<file path="src/rtl/fetch_pkg.sv">
// Shared types and constants for the instruction fetch controller.
package fetch_pkg;

  localparam int          XLEN_DEFAULT = 64;
  localparam logic [31:0] NOP_INSTR    = 32'h00000013;

  typedef enum logic [1:0] {
    BOOT  = 2'd0,
    RUN   = 2'd1,
    FAULT = 2'd2
  } fetch_state_t;

  // Increment that sticks at all-ones instead of wrapping.
  function automatic logic [31:0] sat_inc32(input logic [31:0] v);
    return (v == 32'hFFFF_FFFF) ? v : v + 32'd1;
  endfunction

endpackage

</file>
<file path="src/rtl/fetch_out_reg.sv">
// Output register stage toward decode: holds one instruction and its PC.
// Handshake: valid_o is raised by load_i and stays up, with data/pc stable,
// until the consumer asserts ready (consume_i) in a cycle where valid_o=1;
// flush_i drops valid_o unconditionally and wins over load and consume.
module fetch_out_reg
  import fetch_pkg::*;
#(
  parameter int XLEN = XLEN_DEFAULT
) (
  input  logic            clk_i,
  input  logic            reset_i,
  input  logic            load_i,
  input  logic            flush_i,
  input  logic            consume_i,
  input  logic [31:0]     data_i,
  input  logic [XLEN-1:0] pc_i,
  output logic            valid_o,
  output logic [31:0]     data_o,
  output logic [XLEN-1:0] pc_o
);

  logic            valid_q, valid_d;
  logic [31:0]     data_q,  data_d;
  logic [XLEN-1:0] pc_q,    pc_d;

  // Next-value selection: flush > load > consume > hold. Payload only moves on load.
  always_comb begin
    valid_d = valid_q;
    data_d  = data_q;
    pc_d    = pc_q;
    if (flush_i) begin
      valid_d = 1'b0;
    end else if (load_i) begin
      valid_d = 1'b1;
      data_d  = data_i;
      pc_d    = pc_i;
    end else if (consume_i && valid_q) begin
      valid_d = 1'b0;
    end
  end

  // Stage registers with synchronous reset to an empty NOP slot.
  always_ff @(posedge clk_i) begin
    if (reset_i) begin
      valid_q <= 1'b0;
      data_q  <= NOP_INSTR;
      pc_q    <= '0;
    end else begin
      valid_q <= valid_d;
      data_q  <= data_d;
      pc_q    <= pc_d;
    end
  end

  assign valid_o = valid_q;
  assign data_o  = data_q;
  assign pc_o    = pc_q;

endmodule

</file>
<file path="src/rtl/fetch_controller.sv">
// Fetch controller: owns the PC, addresses the combinational instruction
// memory, and registers each fetched word into a valid/ready stage for decode.
// Handshake: a transfer to decode happens on any clock edge where
// if_valid && if_ready; while if_valid && !if_ready the stage and pc are frozen.
module fetch_controller
  import fetch_pkg::*;
#(
  parameter int              XLEN       = XLEN_DEFAULT,
  parameter int              IMEM_WORDS = 128,
  parameter logic [XLEN-1:0] RESET_PC   = {XLEN{1'b0}}
) (
  input  logic            clk,
  input  logic            reset,
  output logic [XLEN-1:0] imem_addr,
  input  logic [31:0]     imem_rdata,
  input  logic            redirect_valid,
  input  logic [XLEN-1:0] redirect_pc,
  output logic            if_valid,
  input  logic            if_ready,
  output logic [31:0]     if_instr,
  output logic [XLEN-1:0] if_pc,
  output logic            fault,
  output logic [XLEN-1:0] fault_pc,
  output logic [31:0]     fetch_count,
  output logic [1:0]      dbg_state
);

  // First byte address past the end of instruction memory.
  localparam logic [XLEN-1:0] IMEM_LIMIT = XLEN'(IMEM_WORDS) << 2;
  localparam logic [XLEN-1:0] PC_STEP    = XLEN'(4);

  fetch_state_t    state_q, state_d;
  logic [XLEN-1:0] pc_q, pc_d;
  logic            fault_q, fault_d;
  logic [XLEN-1:0] fault_pc_q, fault_pc_d;
  logic [31:0]     count_q, count_d;

  logic stage_free;
  logic handshake;
  logic pc_illegal;
  logic fetch_attempt;
  logic legal_fetch;
  logic illegal_fetch;

  // Fetch qualification: only in RUN, with room in the stage and no redirect.
  always_comb begin
    handshake     = if_valid && if_ready;
    stage_free    = !if_valid || if_ready;
    pc_illegal    = (pc_q[1:0] != 2'b00) || (pc_q >= IMEM_LIMIT);
    fetch_attempt = (state_q == RUN) && stage_free && !redirect_valid;
    legal_fetch   = fetch_attempt && !pc_illegal;
    illegal_fetch = fetch_attempt && pc_illegal;
  end

  // Next state plus PC, fault and counter updates; redirect overrides everything.
  always_comb begin
    state_d    = state_q;
    pc_d       = pc_q;
    fault_d    = fault_q;
    fault_pc_d = fault_pc_q;
    count_d    = count_q;

    if (handshake) begin
      count_d = sat_inc32(count_q);
    end

    if (redirect_valid) begin
      state_d = RUN;
      pc_d    = redirect_pc;
      fault_d = 1'b0;
    end else begin
      case (state_q)
        BOOT: state_d = RUN;
        RUN: begin
          if (illegal_fetch) begin
            state_d    = FAULT;
            fault_d    = 1'b1;
            fault_pc_d = pc_q;
          end else if (legal_fetch) begin
            pc_d = pc_q + PC_STEP;
          end
        end
        FAULT:   state_d = FAULT;
        default: state_d = BOOT;
      endcase
    end
  end

  // Control and PC registers with synchronous reset.
  always_ff @(posedge clk) begin
    if (reset) begin
      state_q    <= BOOT;
      pc_q       <= RESET_PC;
      fault_q    <= 1'b0;
      fault_pc_q <= '0;
      count_q    <= '0;
    end else begin
      state_q    <= state_d;
      pc_q       <= pc_d;
      fault_q    <= fault_d;
      fault_pc_q <= fault_pc_d;
      count_q    <= count_d;
    end
  end

  fetch_out_reg #(
    .XLEN (XLEN)
  ) u_out_reg (
    .clk_i     (clk),
    .reset_i   (reset),
    .load_i    (legal_fetch),
    .flush_i   (redirect_valid || illegal_fetch),
    .consume_i (if_ready),
    .data_i    (imem_rdata),
    .pc_i      (pc_q),
    .valid_o   (if_valid),
    .data_o    (if_instr),
    .pc_o      (if_pc)
  );

  assign imem_addr   = pc_q;
  assign fault       = fault_q;
  assign fault_pc    = fault_pc_q;
  assign fetch_count = count_q;
  assign dbg_state   = state_q;

endmodule

</file>
<file path="config.mk">
export PLATFORM = sky130hd
export DESIGN_NAME = fetch_controller
export DESIGN_NICKNAME = d
export VERILOG_FILES = /design/src/rtl/fetch_pkg.sv /design/src/rtl/fetch_out_reg.sv /design/src/rtl/fetch_controller.sv
export SDC_FILE = /design/constraint.sdc
export NUM_CORES = 1
export LEC_CHECK = 0
export ABC_AREA = 1
export CORE_UTILIZATION = 40
export CTS_CLUSTER_SIZE = 12
export DETAILED_ROUTE_END_ITERATION = 12
export PLACE_DENSITY = 0.73
export SLEW_MARGIN = 20
export SYNTH_ARGS = -nofsm -noshare
export SYNTH_HDL_FRONTEND = slang
export SYNTH_SLANG_ARGS = --single-unit
</file>
<file path="constraint.sdc">
create_clock -name clk -period 4.4 [get_ports clk]
set_input_delay 1.32 -clock clk [delete_from_list [all_inputs] [get_ports clk]]
set_output_delay 1.32 -clock clk [all_outputs]
set_load 0.02 [all_outputs]
</file>
==> reports/qor.csv, run 1 <==
stage;metric;value;unit
sta;TNS Setup;0;ns
sta;# setup viols final;0;
global_routing;first-pass GRT wire length;49.4;mm
routing;via/cell ratio;4.87;
worst_setup_path;CP bufs+invs;1;
layout;multi-input logic area;4340;um^2
logic_synthesis;Synth top area share;51.3;%
worst_setup_path;Largest delay share family, worst path;buffers and inverters;
routing;Iter 0 DRT Violations;567;
logic_synthesis;top-count cell post-synth;nand2_1;
routing;Met3 Routed Length;2.33;mm
sta;worst slew pin tran;0.985;ns
worst_setup_path;FF-to-FF End;imem_addr[3]$_SDFFE_PP0P_;
global_routing;initial antenna violation count;1;
routing;Metal-1 WL;13.5;mm
logic_synthesis;cell taking the most area after synthesis;dfxtp_1;
die;core area;24600;um^2
clocking;Clock Tree Buf Depth;3;
die;num rows;57;
clocking;post-cts resize count;0;
clocking;clk slew on worst S/H paths;0.06;ns
global_routing;Overall Global Routing Usage;23.5;%
routing;Avg WL per Cell;15.5;um
clocking;H-Tree Depth;1;
layout;FF/Latch Area;5200;um^2
sta;post-route clock skew;0.0196;ns
logic_synthesis;FF+latch count, synth;260;
clocking;CTS Buf Count;28;
sta;Slew Viols, Final;0;
routing;Vias;9883;
clocking;CTS Sinks;260;
worst_setup_path;worst r2r src;imem_addr[10]$_SDFFE_PP0P_;
worst_setup_path;Crit. End Element;primary output;
logic_synthesis;Area contributors post-synth;dfxtp_1, nand2_1, nor2_1;
sta;Hold Vio Cnt, Final;0;
layout;Finished Layout Cells;2031;
layout;Syn-to-layout area delta;44.8;%
global_routing;vias in the first global route;9262;
worst_setup_path;Startpoint Class;flip-flop;
logic_synthesis;sequential share of the synthesized area;51.3;%
layout;Finished Core Util;59.8;%
layout;fin nets;1793;
sta;fin crit period;3.06;ns
min_path;Hold WC Path Type;reg2reg;
routing;1st-pass router iterations;5;
layout;Layout fillers;2233;
power_and_ir_drop;power density cells;366;nW/um^2
logic_synthesis;syn_area_per_cell;7.41;um^2
routing;met2 WL post-DR;15.0;mm
global_routing;largest net degree at the start of global routing;96;
logic_synthesis;Post-synth EDFFs;0;
die;die width;161;um
worst_setup_path;critical path class;reg2out;
placement;gp weighted congestion;0.917;
sta;fin crit share;69.4;%
logic_synthesis;Mapped Cells;1370;
sta;final worst setup slack;1.34;ns
routing;top sig layer;met4;
worst_setup_path;Worst path slowest cell;clkdlybuf4s50_1;
logic_synthesis;post-synthesis net count;1475;
min_path;hold path endpoint;u_out_reg.pc_o[49]$_SDFFE_PP0P_;
logic_synthesis;Syn. warnings;0;
worst_setup_path;CP max FO;6;
logic_synthesis;Synth Cell Area;10200;um^2
worst_setup_path;R2R depth;12;
routing;post-route antenna net violation count;0;
min_path;HP Start;u_out_reg.pc_o[49]$_SDFFE_PP0P_;
logic_synthesis;Synth top cells by count;nand2_1, nor2_1, dfxtp_1;
routing;DRC;0;
placement;pre-CTS setup slack;0.880;ns
min_path;Min-Delay Path Depth;2;
clocking;Worst-Skew Late Latency;0.54;ns
clocking;clock root cell;clkbuf_16;
global_routing;GRT overflow;0;
worst_setup_path;slowest stage delay, CP;0.68;ns
die;die span in y;161;um
logic_synthesis;Netlist cell types;32;
placement;Final HPWL DP;21.7;mm
die;DIE AREA;26000;um^2
run_status;status;finished clean;
logic_synthesis;ys async rst share;0;%
die;io pins;360;
logic_synthesis;Main synth FF type;dfxtp_1;
clocking;cts-stage hold buffer count;0;
sta;RSZ-0062 raised after global routing;no;
clocking;CTS tree;done;
worst_setup_path;Cell Chain, Critical Path;clkdlybuf4s50_1;
placement;PortBufs;359;
routing;final WL;31.5;mm
worst_setup_path;arrival time at the worst endpoint;1.74;ns
worst_setup_path;reg2reg setup slack;2.08;ns
run;total of max-cap violations;0;
clocking;postcts setup bufs;0;
layout;share of layout cells above drive strength 1;5.33;%
worst_setup_path;WP data required;3.08;ns
power_and_ir_drop;Pleak;5.42;nW
die;Initial Util;41.3;%
sta;Slew HR;34.3;%
power_and_ir_drop;VDD IR max;0.274;mV
placement;placed cells;1982;
sta;FMAX;327;MHz
## per-layer routing
| metal | track usage (%) | vias up |
|---|---|---|
| met2 | 39.1 | 308 |
| met3 | 5.93 | 39 |
| li1 | - | 4995 |
| met5 | 0 | - |
| met1 | 29.9 | 4541 |
| met4 | 6.86 | 0 |
## layout by cell type (no fill, tap or decap), drive strengths merged
master         synthesis  final
a21oi                128    128
and2                   1      1
buf                   41     14
bufinv                 0      1
clkbuf                42     40
clkdlybuf4s50          0    357
clkinv                 0      7
dfxtp                260    260
diode                  0      1
ha                     5      5
inv                   52     52
nand2                352    352
nand3                 70     70
nand3b                 5      5
nand4                  7      7
nor2                 280    280
nor3                  15     15
nor4                   1      1
o21ai                 89     89
o21bai                 3      3
or2                    1      1
xnor2                  4      4
xor2                  14     14
## logic make-up (layout without fill, tap and decap cells)
kind of cell,count (synthesis),after routing,synth area share (%)
simple gates,732,732,29.5
flops,260,260,51.3
compound gates,220,220,11.0
buf+inv,135,471,6.08
xor+xnor,18,18,1.55
fa+ha+maj,5,5,0.616
other cells,0,1,0
## registers in the layout (all words and copies together) (netlist names)
register,flops
u_out_reg.data_o,32
fetch_count,32
imem_addr,64
fault_pc,64
u_out_reg.valid_o,1
fault,1
u_out_reg.pc_o,64
dbg_state,2
## stage by stage
step	hold slack [ns]	power, mW	area (um^2)
global placement	0.425	3.19	13800
CTS	0.438	5.44	14700
floorplan	0.515	2.87	10200
global route	0.451	5.61	14700
finish	0.435	5.38	14700
detailed placement	0.427	3.20	13800
## where the power goes
group	internal, mW	leakage [nW]	switching, mW	total [mW]
clock	1.32	0.436	0.918	2.24
sequential	2.44	2.12	0.0667	2.51
combinational	0.295	2.86	0.344	0.639
total	4.06	5.42	1.33	5.38
## area by class of cell
type	count	share of cell area, %
sequential	260	35.4
multi-input combinational	975	29.5
timing repair buffer	371	25.1
clock buffer	40	5.49
tap	324	2.76
inverter	52	1.33
clock inverter	8	0.442
antenna	1	0.0170
## how the worst max path moves through the flow
stage | startpoint | endpoint | slack [ns] | cells after the start
global route | if_ready | fault_pc[7]$_SDFFE_PP0P_ | 1.20 | 10
detailed placement | if_ready | fault_pc[4]$_SDFFE_PP0P_ | 0.88 | 10
finish | imem_addr[6]$_SDFFE_PP0P_ | imem_addr[6] | 1.34 | 1
CTS | imem_addr[6]$_SDFFE_PP0P_ | imem_addr[6] | 1.34 | 1
floorplan | if_ready | fault_pc[32]$_SDFFE_PP0P_ | 2.03 | 9
global placement | if_ready | u_out_reg.data_o[5]$_SDFFE_PP0P_ | 0.92 | 10
(Power assumes the default switching activity.)
==> run 2: changes to the inputs <==
--- a/config.mk
+++ b/config.mk
@@ -9,7 +9,7 @@
 export CORE_UTILIZATION = 40
 export CTS_CLUSTER_SIZE = 12
 export DETAILED_ROUTE_END_ITERATION = 12
-export PLACE_DENSITY = 0.73
+export PLACE_DENSITY = 0.75
 export SLEW_MARGIN = 20
 export SYNTH_ARGS = -nofsm -noshare
 export SYNTH_HDL_FRONTEND = slang
==> constraint.sdc (replaced) <==
create_clock -name clk -period 2.8 [get_ports clk]
set_input_delay 0.84 -clock clk [delete_from_list [all_inputs] [get_ports clk]]
set_output_delay 0.84 -clock clk [all_outputs]
set_load 0.02 [all_outputs]
==> reports/qor.csv, run 2 (synthesis results as in run 1) <==
stage;metric;value;unit;change
run_status;status;finished clean;;
die;core area;24600;um^2;unchanged
clocking;CTS Sinks;260;;unchanged
routing;Iter 0 DRT Violations;583;;+2.8%
layout;most common cell after layout, fill and taps aside;clkdlybuf4s50_1;;
layout;Finished Layout Cells;2038;;+0.34%
clocking;CTS Buf Count;28;;unchanged
worst_setup_path;WP data required;1.96;ns;-1.12 ns
routing;top sig layer;met4;;
routing;final WL;31.9;mm;+1.3%
power_and_ir_drop;Pleak;5.49;nW;+1.3%
die;io pins;360;;unchanged
routing;Vias;10095;;+2.1%
placement;Final HPWL DP;21.7;mm;-0.25%
clocking;clk slew on worst S/H paths;0.06;ns;about the same
placement;Post-DP Area;14000;um^2;+1.1%
power_and_ir_drop;Final Power;8.44;mW;+57%
clocking;Worst-Skew Late Latency;0.54;ns;about the same
worst_setup_path;Worst path slowest cell;clkdlybuf4s50_1;;
global_routing;first-pass GRT wire length;50.4;mm;+2.0%
die;DIE AREA;26000;um^2;unchanged
placement;gp weighted congestion;0.899;;-1.9%
worst_setup_path;CP max FO;8;;+2
routing;post-route antenna net violation count;0;;unchanged
clocking;cts-stage hold buffer count;0;;unchanged
layout;final instance area;14800;um^2;+0.94%
sta;TNS Setup;0;ns;unchanged
layout;share of layout cells above drive strength 1;5.90;%;+0.56 points
sta;final worst setup slack;0.245;ns;-1.10 ns
min_path;Hold WC Path Type;reg2reg;;
worst_setup_path;Cell Chain, Critical Path;clkdlybuf4s50_1;;
layout;Syn-to-layout area delta;46.2;%;
sta;Hold WS;0.435;ns;+0.0000470 ns
sta;RSZ-0062 raised after global routing;no;;
global_routing;GRT overflow;0;;unchanged
layout;Finished Core Util;60.3;%;+0.56 points
worst_setup_path;Startpoint Class;flip-flop;;
sta;post-route clock skew;0.0173;ns;-0.00231 ns
layout;FF/Latch Area;5200;um^2;unchanged
worst_setup_path;critical path class;reg2out;;
sta;fin crit period;2.56;ns;
placement;PortBufs;359;;unchanged
run;total of max-cap violations;0;;unchanged
sta;# setup viols final;0;;unchanged
global_routing;initial antenna violation count;1;;unchanged
worst_setup_path;Largest delay share family, worst path;buffers and inverters;;
sta;Slew HR;45.6;%;+11 points
sta;Slew Viols, Final;0;;unchanged
die;Initial Util;41.3;%;unchanged
routing;Met3 Routed Length;2.19;mm;-6.0%
sta;FMAX;391;MHz;
routing;via/cell ratio;4.95;;+1.8%
layout;multi-input logic area;4340;um^2;unchanged
die;num rows;57;;unchanged
routing;met2 WL post-DR;15.1;mm;+0.48%
clocking;H-Tree Depth;1;;unchanged
power_and_ir_drop;VDD IR max;0.448;mV;+64%
sta;Hold Vio Cnt, Final;0;;unchanged
worst_setup_path;Crit. End Element;primary output;;
global_routing;largest net degree at the start of global routing;166;;+73%
sta;worst slew pin tran;0.816;ns;-0.170 ns
placement;pre-CTS setup slack;0.121;ns;-0.759 ns
clocking;post-cts resize count;0;;unchanged
die;die span in y;161;um;unchanged
worst_setup_path;CP bufs+invs;1;;unchanged
routing;Metal-1 WL;13.6;mm;+0.64%
routing;DRC;0;;unchanged
layout;fin nets;1801;;+0.45%
worst_setup_path;arrival time at the worst endpoint;1.72;ns;-0.02 ns
routing;1st-pass router iterations;5;;unchanged
clocking;clock root cell;clkbuf_16;;
placement;placed cells;1990;;+0.40%
clocking;Clock Tree Buf Depth;3;;unchanged
layout;Layout fillers;2182;;-2.3%
sta;fin crit share;91.3;%;
power_and_ir_drop;power density cells;568;nW/um^2;+55%
layout;most frequent cells in the layout;clkdlybuf4s50_1, nand2_1, nor2_1, dfxtp_1, a21oi_1;;
global_routing;Overall Global Routing Usage;23.9;%;+0.39 points
worst_setup_path;slowest stage delay, CP;0.68;ns;about the same
routing;Avg WL per Cell;15.7;um;+0.97%
clocking;postcts setup bufs;0;;unchanged
global_routing;vias in the first global route;9553;;+3.1%
clocking;CTS tree;done;;
die;die width;161;um;unchanged
[run 2: final timing paths]
check	startpoint	to	slack [ns]	cells past startpoint
worst min register to register	u_out_reg.pc_o[17]$_SDFFE_PP0P_	u_out_reg.pc_o[17]$_SDFFE_PP0P_	0.44	2
worst max register to register	imem_addr[10]$_SDFFE_PP0P_	fault_pc[50]$_SDFFE_PP0P_	0.90	11
worst min-delay path	u_out_reg.pc_o[17]$_SDFFE_PP0P_	u_out_reg.pc_o[17]$_SDFFE_PP0P_	0.44	2
worst max-delay path	fetch_count[12]$_SDFFE_PP0P_	fetch_count[12]	0.24	1
[run 2: layout make-up]
cell class / instances / area share (%)
Multi-Input combinational cell: 975 / 29.2
Inverter: 52 / 1.31
Tap cell: 324 / 2.73
Timing Repair Buffer: 379 / 25.8
Sequential cell: 260 / 35.1
Clock buffer: 39 / 5.55
Antenna cell: 1 / 0.0169
Clock inverter: 8 / 0.270
[run 2: power breakdown]
group          switching [mW]  total (mW)  leakage [nW]  internal (mW)
logic                   0.546        1.03          2.93          0.480
registers               0.100        3.94          2.12           3.84
clock network            1.45        3.47         0.437           2.02
total                    2.10        8.44          5.49           6.34
[run 2: layer usage]
metal | vias up | global-route usage [%]
li1 | 4999 | -
met1 | 4695 | 30.1
met2 | 330 | 39.8
met3 | 71 | 5.57
met4 | 0 | 8.32
met5 | - | 0
==> run 3: changes to the inputs <==
--- a/config.mk
+++ b/config.mk
@@ -10,6 +10,7 @@
 export CTS_CLUSTER_SIZE = 12
 export DETAILED_ROUTE_END_ITERATION = 12
 export PLACE_DENSITY = 0.75
+export SKIP_CTS_REPAIR_TIMING = 1
 export SLEW_MARGIN = 20
 export SYNTH_ARGS = -nofsm -noshare
 export SYNTH_HDL_FRONTEND = slang
==> results of run 3 <==
No change in the layout: final DEF, timing and power equal those of run 2.
